--- src/rtl/seg7_scan_2digit_if.sv ---
// Digit/display bundle between the BCD counter side and the two-digit scan driver.
// The master drives the digits and the blank control; the slave (the driver) returns the display pins.
interface seg7_scan_2digit_if;
  logic [3:0] ones;
  logic [3:0] tens;
  logic       blank;
  logic [6:0] seg;
  logic [1:0] an;
  logic       err;
  logic       frame_done;

  modport master (
    output ones, tens, blank,
    input  seg, an, err, frame_done
  );

  modport slave (
    input  ones, tens, blank,
    output seg, an, err, frame_done
  );
endinterface

--- src/rtl/seg7_scan_2digit.sv ---
// Two-digit multiplexed seven-segment driver: per-frame snapshot of the BCD pair,
// alternating digit slots with dead-time, leading-zero blanking and invalid-BCD flag.
module seg7_scan_2digit #(
  parameter int REFRESH_DIV   = 50000,
  parameter int DEAD_CYCLES   = 4,
  parameter bit ACTIVE_LOW    = 1'b1,
  parameter bit BLANK_LEADING = 1'b1
) (
  input  logic              clk,
  input  logic              reset_n,
  seg7_scan_2digit_if.slave bus
);

  localparam int             P_W    = (REFRESH_DIV > 1) ? $clog2(REFRESH_DIV) : 1;
  localparam logic [P_W-1:0] P_LAST = P_W'(REFRESH_DIV - 1);
  localparam logic [P_W-1:0] P_DEAD = P_W'(DEAD_CYCLES);

  typedef enum logic {
    SLOT_ONES = 1'b0,
    SLOT_TENS = 1'b1
  } slot_t;

  slot_t          slot_reg, slot_next;
  logic [P_W-1:0] p_reg, p_next;
  logic [3:0]     sh_ones_reg, sh_ones_next;
  logic [3:0]     sh_tens_reg, sh_tens_next;
  logic           frame_done_reg, frame_done_next;
  logic [6:0]     seg_reg, seg_next;
  logic [1:0]     an_reg, an_next;
  logic           err_reg, err_next;

  logic           tick;
  logic           snap;
  logic [3:0]     digit_val;
  logic           lead_blank;
  logic           digit_on;
  logic [6:0]     seg_act;
  logic [1:0]     an_act;

  // Active-high segment pattern {g,f,e,d,c,b,a}; non-BCD codes show a dash.
  function automatic logic [6:0] decode(input logic [3:0] d);
    logic [6:0] s;
    s = 7'b1000000;
    case (d)
      4'd0: s = 7'b0111111;
      4'd1: s = 7'b0000110;
      4'd2: s = 7'b1011011;
      4'd3: s = 7'b1001111;
      4'd4: s = 7'b1100110;
      4'd5: s = 7'b1101101;
      4'd6: s = 7'b1111101;
      4'd7: s = 7'b0000111;
      4'd8: s = 7'b1111111;
      4'd9: s = 7'b1101111;
      default: s = 7'b1000000;
    endcase
    return s;
  endfunction

  assign tick   = (p_reg == P_LAST);
  assign p_next = tick ? '0 : p_reg + 1'b1;

  always_comb begin
    slot_next = slot_reg;
    if (tick) begin
      case (slot_reg)
        SLOT_ONES: slot_next = SLOT_TENS;
        SLOT_TENS: slot_next = SLOT_ONES;
        default:   slot_next = SLOT_ONES;
      endcase
    end
  end

  // The pair is captured only at the frame boundary so a mid-frame update never tears.
  assign snap            = tick && (slot_reg == SLOT_TENS);
  assign sh_ones_next    = snap ? bus.ones : sh_ones_reg;
  assign sh_tens_next    = snap ? bus.tens : sh_tens_reg;
  assign frame_done_next = snap;

  always_comb begin
    digit_val  = (slot_reg == SLOT_ONES) ? sh_ones_reg : sh_tens_reg;
    lead_blank = BLANK_LEADING && (slot_reg == SLOT_TENS) && (sh_tens_reg == 4'd0);
    digit_on   = (p_reg >= P_DEAD) && !bus.blank && !lead_blank;
    seg_act    = 7'b0000000;
    an_act     = 2'b00;
    if (digit_on) begin
      seg_act = decode(digit_val);
      an_act  = (slot_reg == SLOT_ONES) ? 2'b01 : 2'b10;
    end
  end

  // Polarity applied bitwise so an all-off digit naturally becomes all-inactive seg.
  genvar gi;
  generate
    for (gi = 0; gi < 7; gi++) begin : g_seg_pol
      assign seg_next[gi] = seg_act[gi] ^ ACTIVE_LOW;
    end
    for (gi = 0; gi < 2; gi++) begin : g_an_pol
      assign an_next[gi] = an_act[gi] ^ ACTIVE_LOW;
    end
  endgenerate

  assign err_next = (sh_ones_reg > 4'd9) || (sh_tens_reg > 4'd9);

  always_ff @(posedge clk or negedge reset_n) begin
    if (!reset_n) begin
      slot_reg <= SLOT_ONES;
    end else begin
      slot_reg <= slot_next;
    end
  end

  always_ff @(posedge clk or negedge reset_n) begin
    if (!reset_n) begin
      p_reg          <= '0;
      sh_ones_reg    <= 4'd0;
      sh_tens_reg    <= 4'd0;
      frame_done_reg <= 1'b0;
      seg_reg        <= {7{ACTIVE_LOW}};
      an_reg         <= {2{ACTIVE_LOW}};
      err_reg        <= 1'b0;
    end else begin
      p_reg          <= p_next;
      sh_ones_reg    <= sh_ones_next;
      sh_tens_reg    <= sh_tens_next;
      frame_done_reg <= frame_done_next;
      seg_reg        <= seg_next;
      an_reg         <= an_next;
      err_reg        <= err_next;
    end
  end

  assign bus.seg        = seg_reg;
  assign bus.an         = an_reg;
  assign bus.err        = err_reg;
  assign bus.frame_done = frame_done_reg;

endmodule

--- src/flat_wrapper.sv ---
// flat-port wrapper written by rule: the top's interface ports become plain ports
module seg7_scan_2digit_flat 
#(
  parameter int REFRESH_DIV   = 50000,
  parameter int DEAD_CYCLES   = 4,
  parameter bit ACTIVE_LOW    = 1'b1,
  parameter bit BLANK_LEADING = 1'b1
)
  (clk, reset_n, bus_ones, bus_tens, bus_blank, bus_seg, bus_an, bus_err, bus_frame_done);
  seg7_scan_2digit_if bus_i ();
  input  logic clk;
  input  logic reset_n;
  input wire logic [$bits(bus_i.ones)-1:0] bus_ones;
  input wire logic [$bits(bus_i.tens)-1:0] bus_tens;
  input wire logic [$bits(bus_i.blank)-1:0] bus_blank;
  output wire logic [$bits(bus_i.seg)-1:0] bus_seg;
  output wire logic [$bits(bus_i.an)-1:0] bus_an;
  output wire logic [$bits(bus_i.err)-1:0] bus_err;
  output wire logic [$bits(bus_i.frame_done)-1:0] bus_frame_done;
  assign bus_i.ones = bus_ones;
  assign bus_i.tens = bus_tens;
  assign bus_i.blank = bus_blank;
  assign bus_seg = bus_i.seg;
  assign bus_an = bus_i.an;
  assign bus_err = bus_i.err;
  assign bus_frame_done = bus_i.frame_done;
  seg7_scan_2digit #(.REFRESH_DIV(REFRESH_DIV), .DEAD_CYCLES(DEAD_CYCLES), .ACTIVE_LOW(ACTIVE_LOW), .BLANK_LEADING(BLANK_LEADING)) u_core (.clk(clk), .reset_n(reset_n), .bus(bus_i));
endmodule
--- config.mk ---
export PLATFORM = sky130hd
export DESIGN_NAME = seg7_scan_2digit_flat
export DESIGN_NICKNAME = d
export VERILOG_FILES = /design/src/rtl/seg7_scan_2digit_if.sv /design/src/rtl/seg7_scan_2digit.sv /design/src/flat_wrapper.sv
export SDC_FILE = /design/constraint.sdc
export NUM_CORES = 1
export LEC_CHECK = 0
export CAP_MARGIN = 10
export CELL_PAD_IN_SITES_DETAIL_PLACEMENT = 1
export CELL_PAD_IN_SITES_GLOBAL_PLACEMENT = 1
export CORE_ASPECT_RATIO = 0.75
export CORE_MARGIN = 3
export CORE_UTILIZATION = 35
export DETAILED_ROUTE_END_ITERATION = 12
export PLACE_DENSITY_LB_ADDON = 0.1
export SLEW_MARGIN = 20
export SYNTH_ARGS = -nofsm -noshare
export SYNTH_HDL_FRONTEND = slang
export SYNTH_SLANG_ARGS = --single-unit
export TNS_END_PERCENT = 100
--- constraint.sdc ---
create_clock -name clk -period 3.15 [get_ports clk]
set_input_delay 0.63 -clock clk [delete_from_list [all_inputs] [get_ports clk]]
set_output_delay 0.63 -clock clk [all_outputs]
set_load 0.02 [all_outputs]
==> results by group, run 1 <==
Run status
  – Outcome: complete, no violations

Critical path
  – Slowest-stage cell, CP: clkdlybuf4s50_1
  – WP data required: 2.52 ns
  – Max stage delay on crit path: between 0.5 and 0.6 ns
  – Critical path's top delay family: buffers and inverters
  – Startpoint class of the critical path: flip-flop
  – Worst path bufs/invs: 1
  – CP Max Fanout: 1
  – Kind of critical path: flip-flop to output port
  – Reg2reg setup slack: 1.14 ns
  – Crit path capture type: output port
  – Critical path, cell by cell: clkdlybuf4s50_1
  – Worst path arrival time: around 1.4 ns

Global route
  – GRT Util Overall: 0.139
  – Total grt overflow: 0
  – Largest net degree at the start of global routing: 37
  – Number of global-route vias before repair: ~1,200
  – Initial antenna violation count: 0
  – Global-route wire length before repair: 6220 µm

Floorplan
  – DIE AREA: just under 6000 µm²
  – Initial core utilization: 0.376
  – Horiz. Die Dim: roughly 87 µm
  – Io pins: 22
  – FP Rows: 21
  – Die Span Y: ~67 µm
  – CORE AREA: 4620 µm²

Power and ir drop
  – VDD IR max: between 200 and 250 µV
  – P_sw: 0.200 mW
  – Clock power share: 0.368
  – Sw frac: 0.223
  – Comb power frac: 0.090
  – Pwr Total: roughly 0.90 mW
  – Pwr Density: ~430 nW/µm²
  – Internal power contribution: 0.698 mW
  – Leak pwr: 0.960 nW
  – Flop pwr share: 0.542

Timing
  – Worst slew pin tran: slightly below 0.7 ns
  – Max Freq: 0.496 GHz
  – Tmin final: 2.02 ns
  – Worst hold slack: 0.501 ns
  – Slew Limit Headroom: 0.537
  – Setup WS post-layout: 1.13 ns
  – TNS Setup: 0 ns
  – Fin crit share: 0.640
  – Max-slew violations: 0
  – RSZ-0062 raised after global routing: no
  – Final setup viols: 0
  – Hold Fails Final Rpt: 0
  – Clock Skews: 0.00876 ns

Layout
  – Area delta synth->final: 20.8%
  – Fin util: 0.454
  – Final Cell Area: 2100 µm²
  – N_diodes: 0
  – Non-Filler Instances: between 200 and 250
  – Max reg flops: 16
  – Nets: 193
  – Layout cells sized above 1: 0.165

Yosys
  – Post-synth EDFFs: 0
  – Netlist Area Pre-Place: 1740 µm²
  – Most frequent cell after synthesis: dfrtp_1
  – Cells after Synth: 149
  – Cell accounting for the most synthesized area: dfrtp_1
  – Sequential area share after synthesis: 0.524
  – Mean post-synth cell area: 11.7 µm²
  – YS warnings: 0
  – Top cells by area, synth: dfrtp_1, dfstp_2, mux2_4
  – Synthesized flop and latch total: 36
  – Post-synth top area share: 0.388
  – Syn_nets: 167
  – Asr flop ratio synth: 1.00
  – Cell variety after synth: 31
  – Synth cell count leaders: dfrtp_1, nor2_1, dfstp_2, o21ai_0, xor2_1
  – Top_reg_cell synth: dfrtp_1

Clock tree
  – Root buf cell: clkbuf_8
  – H-Tree Level Count: 2
  – Clk sinks: 36
  – Clk slew on worst S/H paths: ~0.07 ns
  – Clock tree buffer depth: 2
  – Setup Fix Bufs, Post-CTS: 0
  – TritonCTS clock tree: built
  – Post-CTS sizing: 0
  – Cts hold-fix bufs: 0
  – Worst skew pair latency: 0.28 ns
  – CTS buffer count: 5

Drt
  – Post-route ant nets: 0
  – DRT iter0 DRCs: 35
  – Vias/cell: 5.00
  – Via count: 1,164
  – Wire per inst: roughly 15 µm
  – DR DRC count: 0
  – WL final: 3530 µm
  – First-pass iteration count of the detailed router: 4

Placed design
  – Dpl cells: 225
  – Port bufs: 21
  – RD Place Congestion: 0.787
  – Placed cell areas: about 2000 µm²
  – HPWL after DPL: about 2700 µm
  – Pre-CTS setup slack: between 1 and 1.5 ns

Flow run
  – Max_cap viols: 0

Hold path
  – Class of the most critical hold timing path: flip-flop to flip-flop
[cell type report]
type                    instances  area (µm²)
flip-flops and latches         36         912
clock buffers                   8        90.1
multi-input cells             103         779
inverters                       6        22.5
well taps                      57        71.3
repair buffers                 23         225
fillers                       504        2520
[layer usage]
layer,global-route usage,share of wire
met4,0.0287,0.0048
met2,0.196,0.42
met5,0,0
met3,0.0482,0.045
met1,0.204,0.53
[cells in the final DEF, fill, tap and decap left out, types with 2 or more instances in the layout]
cell | Yosys | final
a211oi_1 | 2 | 2
a21oi_1 | 5 | 5
and3_1 | 3 | 3
buf_4 | 0 | 2
clkbuf_1 | 1 | 2
clkbuf_8 | 0 | 6
clkdlybuf4s50_1 | 0 | 21
dfrtp_1 | 27 | 27
dfstp_2 | 9 | 9
ha_1 | 7 | 7
inv_1 | 6 | 6
mux2_4 | 8 | 8
mux2i_1 | 6 | 6
nand2_1 | 7 | 7
nand2b_1 | 4 | 4
nand3_1 | 7 | 7
nand4_1 | 5 | 5
nor2_1 | 11 | 11
nor3_1 | 3 | 3
nor4_1 | 2 | 2
o21ai_0 | 9 | 9
or3_1 | 3 | 3
xnor2_1 | 4 | 4
xor2_1 | 9 | 9
[power by group through the flow]
stage	sequential [mW]	combinational, mW	clock, mW
3_3_place_gp	0.495	0.0814	0
3_5_place_dp	0.496	0.0822	0
2_1_floorplan	0.504	0.0281	0
6_report	0.487	0.0810	0.331
4_1_cts	0.487	0.0826	0.341
5_1_grt	0.488	0.0900	0.370
[worst paths after layout]
path | startpoint | endpoint | cells after the start
worst max-delay path | u_core.bus.seg[6] | bus_seg[6] | 1
worst min-delay path | u_core.p_reg[11] | u_core.p_reg[11] | 1
worst max register to register | u_core.p_reg[4] | u_core.sh_ones_reg[0] | 4
worst min register to register | u_core.p_reg[11] | u_core.p_reg[11] | 1
max in group asynchronous | reset_n | u_core.bus.an[1] | 2
min in group asynchronous | reset_n | u_core.sh_ones_reg[1] | 2
[cells by family (layout without fill, tap and decap cells)]
| family | Yosys count | count (layout) | synth area share |
|---|---|---|---|
| adders and majority gates | 7 | 7 | 0.0504 |
| AOI/OAI and AO/OA | 16 | 16 | 0.0489 |
| muxes | 16 | 16 | 0.117 |
| xor gates and xnor gates | 13 | 13 | 0.0655 |
| DFF | 36 | 36 | 0.524 |
| and+or+nand+nor | 51 | 51 | 0.167 |
| buffers and inverters | 10 | 37 | 0.0273 |
Power figures use the tool's default switching activity.
==> run 2, diff against run 1 <==
==> constraint.sdc (replaced) <==
create_clock -name clk -period 2.1 [get_ports clk]
set_input_delay 0.42 -clock clk [delete_from_list [all_inputs] [get_ports clk]]
set_output_delay 0.42 -clock clk [all_outputs]
set_load 0.02 [all_outputs]
==> results by group, run 2 (synthesis gave the netlist of run 1 again) <==
Floorplan
  – Die Span Y: 67.0 µm (unchanged)
  – FP Rows: 21 (unchanged)
  – Initial core utilization: 0.376 (unchanged)
  – DIE AREA: 5860 µm² (unchanged)
  – Io pins: 22 (unchanged)
  – Horiz. Die Dim: 87.4 µm (unchanged)
  – CORE AREA: 4620 µm² (unchanged)

Clock tree
  – CTS buffer count: 5 (unchanged)
  – Clk slew on worst S/H paths: 0.07 ns (about the same)
  – Cts hold-fix bufs: 0 (unchanged)
  – Setup Fix Bufs, Post-CTS: 0 (unchanged)
  – Clock tree buffer depth: 2 (unchanged)
  – TritonCTS clock tree: built
  – H-Tree Level Count: 2 (unchanged)
  – Root buf cell: clkbuf_8
  – Post-CTS sizing: 0 (unchanged)
  – Worst skew pair latency: 0.28 ns (about the same)
  – Clk sinks: 36 (unchanged)

Critical path
  – Worst path bufs/invs: 0 (-1)
  – R2R depth: 4 (unchanged)
  – Slowest-stage cell, CP: or4_4
  – Critical path's top delay family: simple AND/OR/NAND/NOR gates
  – Kind of critical path: flip-flop to flip-flop
  – Crit path from: u_core.p_reg[12]
  – Worst path arrival time: 2.17 ns (+0.78 ns)
  – Startpoint class of the critical path: flip-flop
  – Worst r2r src: u_core.p_reg[12]
  – Reg2reg setup slack: 0.1 ns (-1.04 ns)
  – Reg2reg end: u_core.sh_tens_reg[2]
  – WP data required: 2.27 ns (-0.25 ns)
  – CP Max Fanout: 9 (+8)
  – Crit path capture type: flip-flop
  – Critical path, cell by cell: or4_4 > nor4_4 > nand2_4 > mux2_4
  – Max stage delay on crit path: 0.58 ns (about the same)

Power and ir drop
  – VDD IR max: 312 µV (+45%)
  – Flop pwr share: 0.545 (+0.003)
  – Leak pwr: 0.979 nW (+2.0%)
  – Internal power contribution: 1.04 mW (+48%)
  – Clock power share: 0.362 (-0.006)
  – Pwr Density: 630 nW/µm² (+47%)
  – Comb power frac: 0.092 (+0.002)
  – Pwr Total: 1.34 mW (+49%)
  – P_sw: 0.303 mW (+52%)
  – Sw frac: 0.226 (+0.00363)

Drt
  – WL final: 3530 µm (-0.17%)
  – Wire per inst: 14.9 µm (-1.4%)
  – DRT iter0 DRCs: 26 (-26%)
  – First-pass iteration count of the detailed router: 4 (unchanged)
  – Via count: 1,167 (+0.26%)
  – Vias/cell: 4.94 (-1.0%)
  – DR DRC count: 0 (unchanged)
  – Post-route ant nets: 0 (unchanged)

Layout
  – Area delta synth->final: 22.3%
  – Fill count: 507 (+0.60%)
  – Commonest non-fill, non-tap cells in the layout: dfrtp_1, clkdlybuf4s50_1, nor2_1
  – FF/Latch Area: 912 µm² (unchanged)
  – Area of the multi-input gates: 779 µm² (unchanged)
  – Non-Filler Instances: 236 (+1.3%)
  – N_diodes: 0 (unchanged)
  – Nets: 197 (+2.1%)
  – Fin util: 0.460 (+0.00568)
  – Layout cells sized above 1: 0.184 (+0.0196)
  – Max reg flops: 16 (unchanged)
  – Most common cell after layout, fill and taps aside: dfrtp_1

Global route
  – Total grt overflow: 0 (unchanged)
  – Global-route wire length before repair: 6140 µm (-1.3%)
  – Number of global-route vias before repair: 1,253 (+1.1%)
  – Initial antenna violation count: 0 (unchanged)
  – GRT Util Overall: 0.138 (-0.00154)
  – Largest net degree at the start of global routing: 37 (unchanged)

Hold path
  – WHS Path Cells: 1 (unchanged)
  – Worst Hold End: u_core.p_reg[11]
  – Worst Hold Launch: u_core.p_reg[11]
  – Class of the most critical hold timing path: flip-flop to flip-flop

Timing
  – Max Freq: 0.499 GHz
  – TNS Setup: 0 ns (unchanged)
  – Slew Limit Headroom: 0.534 (-0.00364)
  – Clock Skews: 0.0105 ns (+0.00172 ns)
  – Fin crit share: 0.954
  – Tmin final: 2.00 ns
  – Hold Fails Final Rpt: 0 (unchanged)
  – Final setup viols: 0 (unchanged)
  – Setup WS post-layout: 0.0972 ns (-1.04 ns)
  – RSZ-0062 raised after global routing: no
  – Worst slew pin tran: 0.695 ns (+0.00543 ns)
  – Max-slew violations: 0 (unchanged)

Placed design
  – HPWL after DPL: 2680 µm (+0.80%)
  – RD Place Congestion: 0.739 (-6.1%)
  – Dpl cells: 229 (+1.8%)
  – Port bufs: 21 (unchanged)
  – Pre-CTS setup slack: 0.0883 ns (-1.06 ns)

Flow run
  – Max_cap viols: 0 (unchanged)

Run status
  – Outcome: complete, no violations
run 2: cell count changes in the layout (fill, tap and decap cells not counted), sizes merged:
cell / previous run / this run
buf: 2 / 6
clkbuf: 8 / 6
clkinv: 0 / 1
run 2: worst max path at each step:
stage,depth (start not counted),end,slack [ns]
6_report,4,u_core.sh_tens_reg[2],0.1
5_1_grt,4,u_core.sh_tens_reg[2],0.03
4_1_cts,4,u_core.sh_ones_reg[3],0.08
3_5_place_dp,4,u_core.sh_ones_reg[3],0.09
3_3_place_gp,4,u_core.sh_ones_reg[0],0.16
2_1_floorplan,5,u_core.sh_ones_reg[0],0.20
run 2: metal layers:
layer  track usage  routed length [µm]
met3        0.0457                 170
met4        0.0441                  43
met5             0                   0
met2         0.200                1440
met1         0.191                1880
run 2: through the flow:
step,instance area [µm²],hold WS (ns)
floorplan,1740,0.124
global placement,2040,0.477
detailed placement,2040,0.487
CTS,2130,0.502
global route,2130,0.519
finish,2130,0.494
run 2: worst reg2reg max path: cells and delay by family (launching register included):
| family | cells | cell delay (ns) |
|---|---|---|
| mux | 1 | 0.33 |
| flops | 1 | 0.43 |
| simple gates | 3 | 1.13 |
run 2: layout make-up:
class	count	area share
Clock inverter	1	0.00176
Tap cell	57	0.0335
Sequential cell	36	0.429
Clock buffer	6	0.0388
Inverter	6	0.0106
Multi-Input combinational cell	103	0.366
Timing Repair Buffer	27	0.120
run 2: power by group through the flow:
| stage | logic [mW] | registers [mW] | clock network, mW |
|---|---|---|---|
| after floorplan | 0.0421 | 0.756 | 0 |
| after global placement | 0.123 | 0.742 | 0 |
| after detailed placement | 0.127 | 0.744 | 0 |
| after CTS | 0.127 | 0.732 | 0.499 |
| after global routing | 0.137 | 0.734 | 0.531 |
| final | 0.124 | 0.731 | 0.486 |
==> run 3, diff against run 2 <==
--- a/config.mk
+++ b/config.mk
@@ -11,6 +11,7 @@
 export CORE_ASPECT_RATIO = 0.75
 export CORE_MARGIN = 3
 export CORE_UTILIZATION = 35
+export CTS_CLUSTER_DIAMETER = 60
 export DETAILED_ROUTE_END_ITERATION = 12
 export PLACE_DENSITY_LB_ADDON = 0.1
 export SLEW_MARGIN = 20
==> results of run 3 <==
No change in the layout: final DEF, timing and power equal those of run 2.
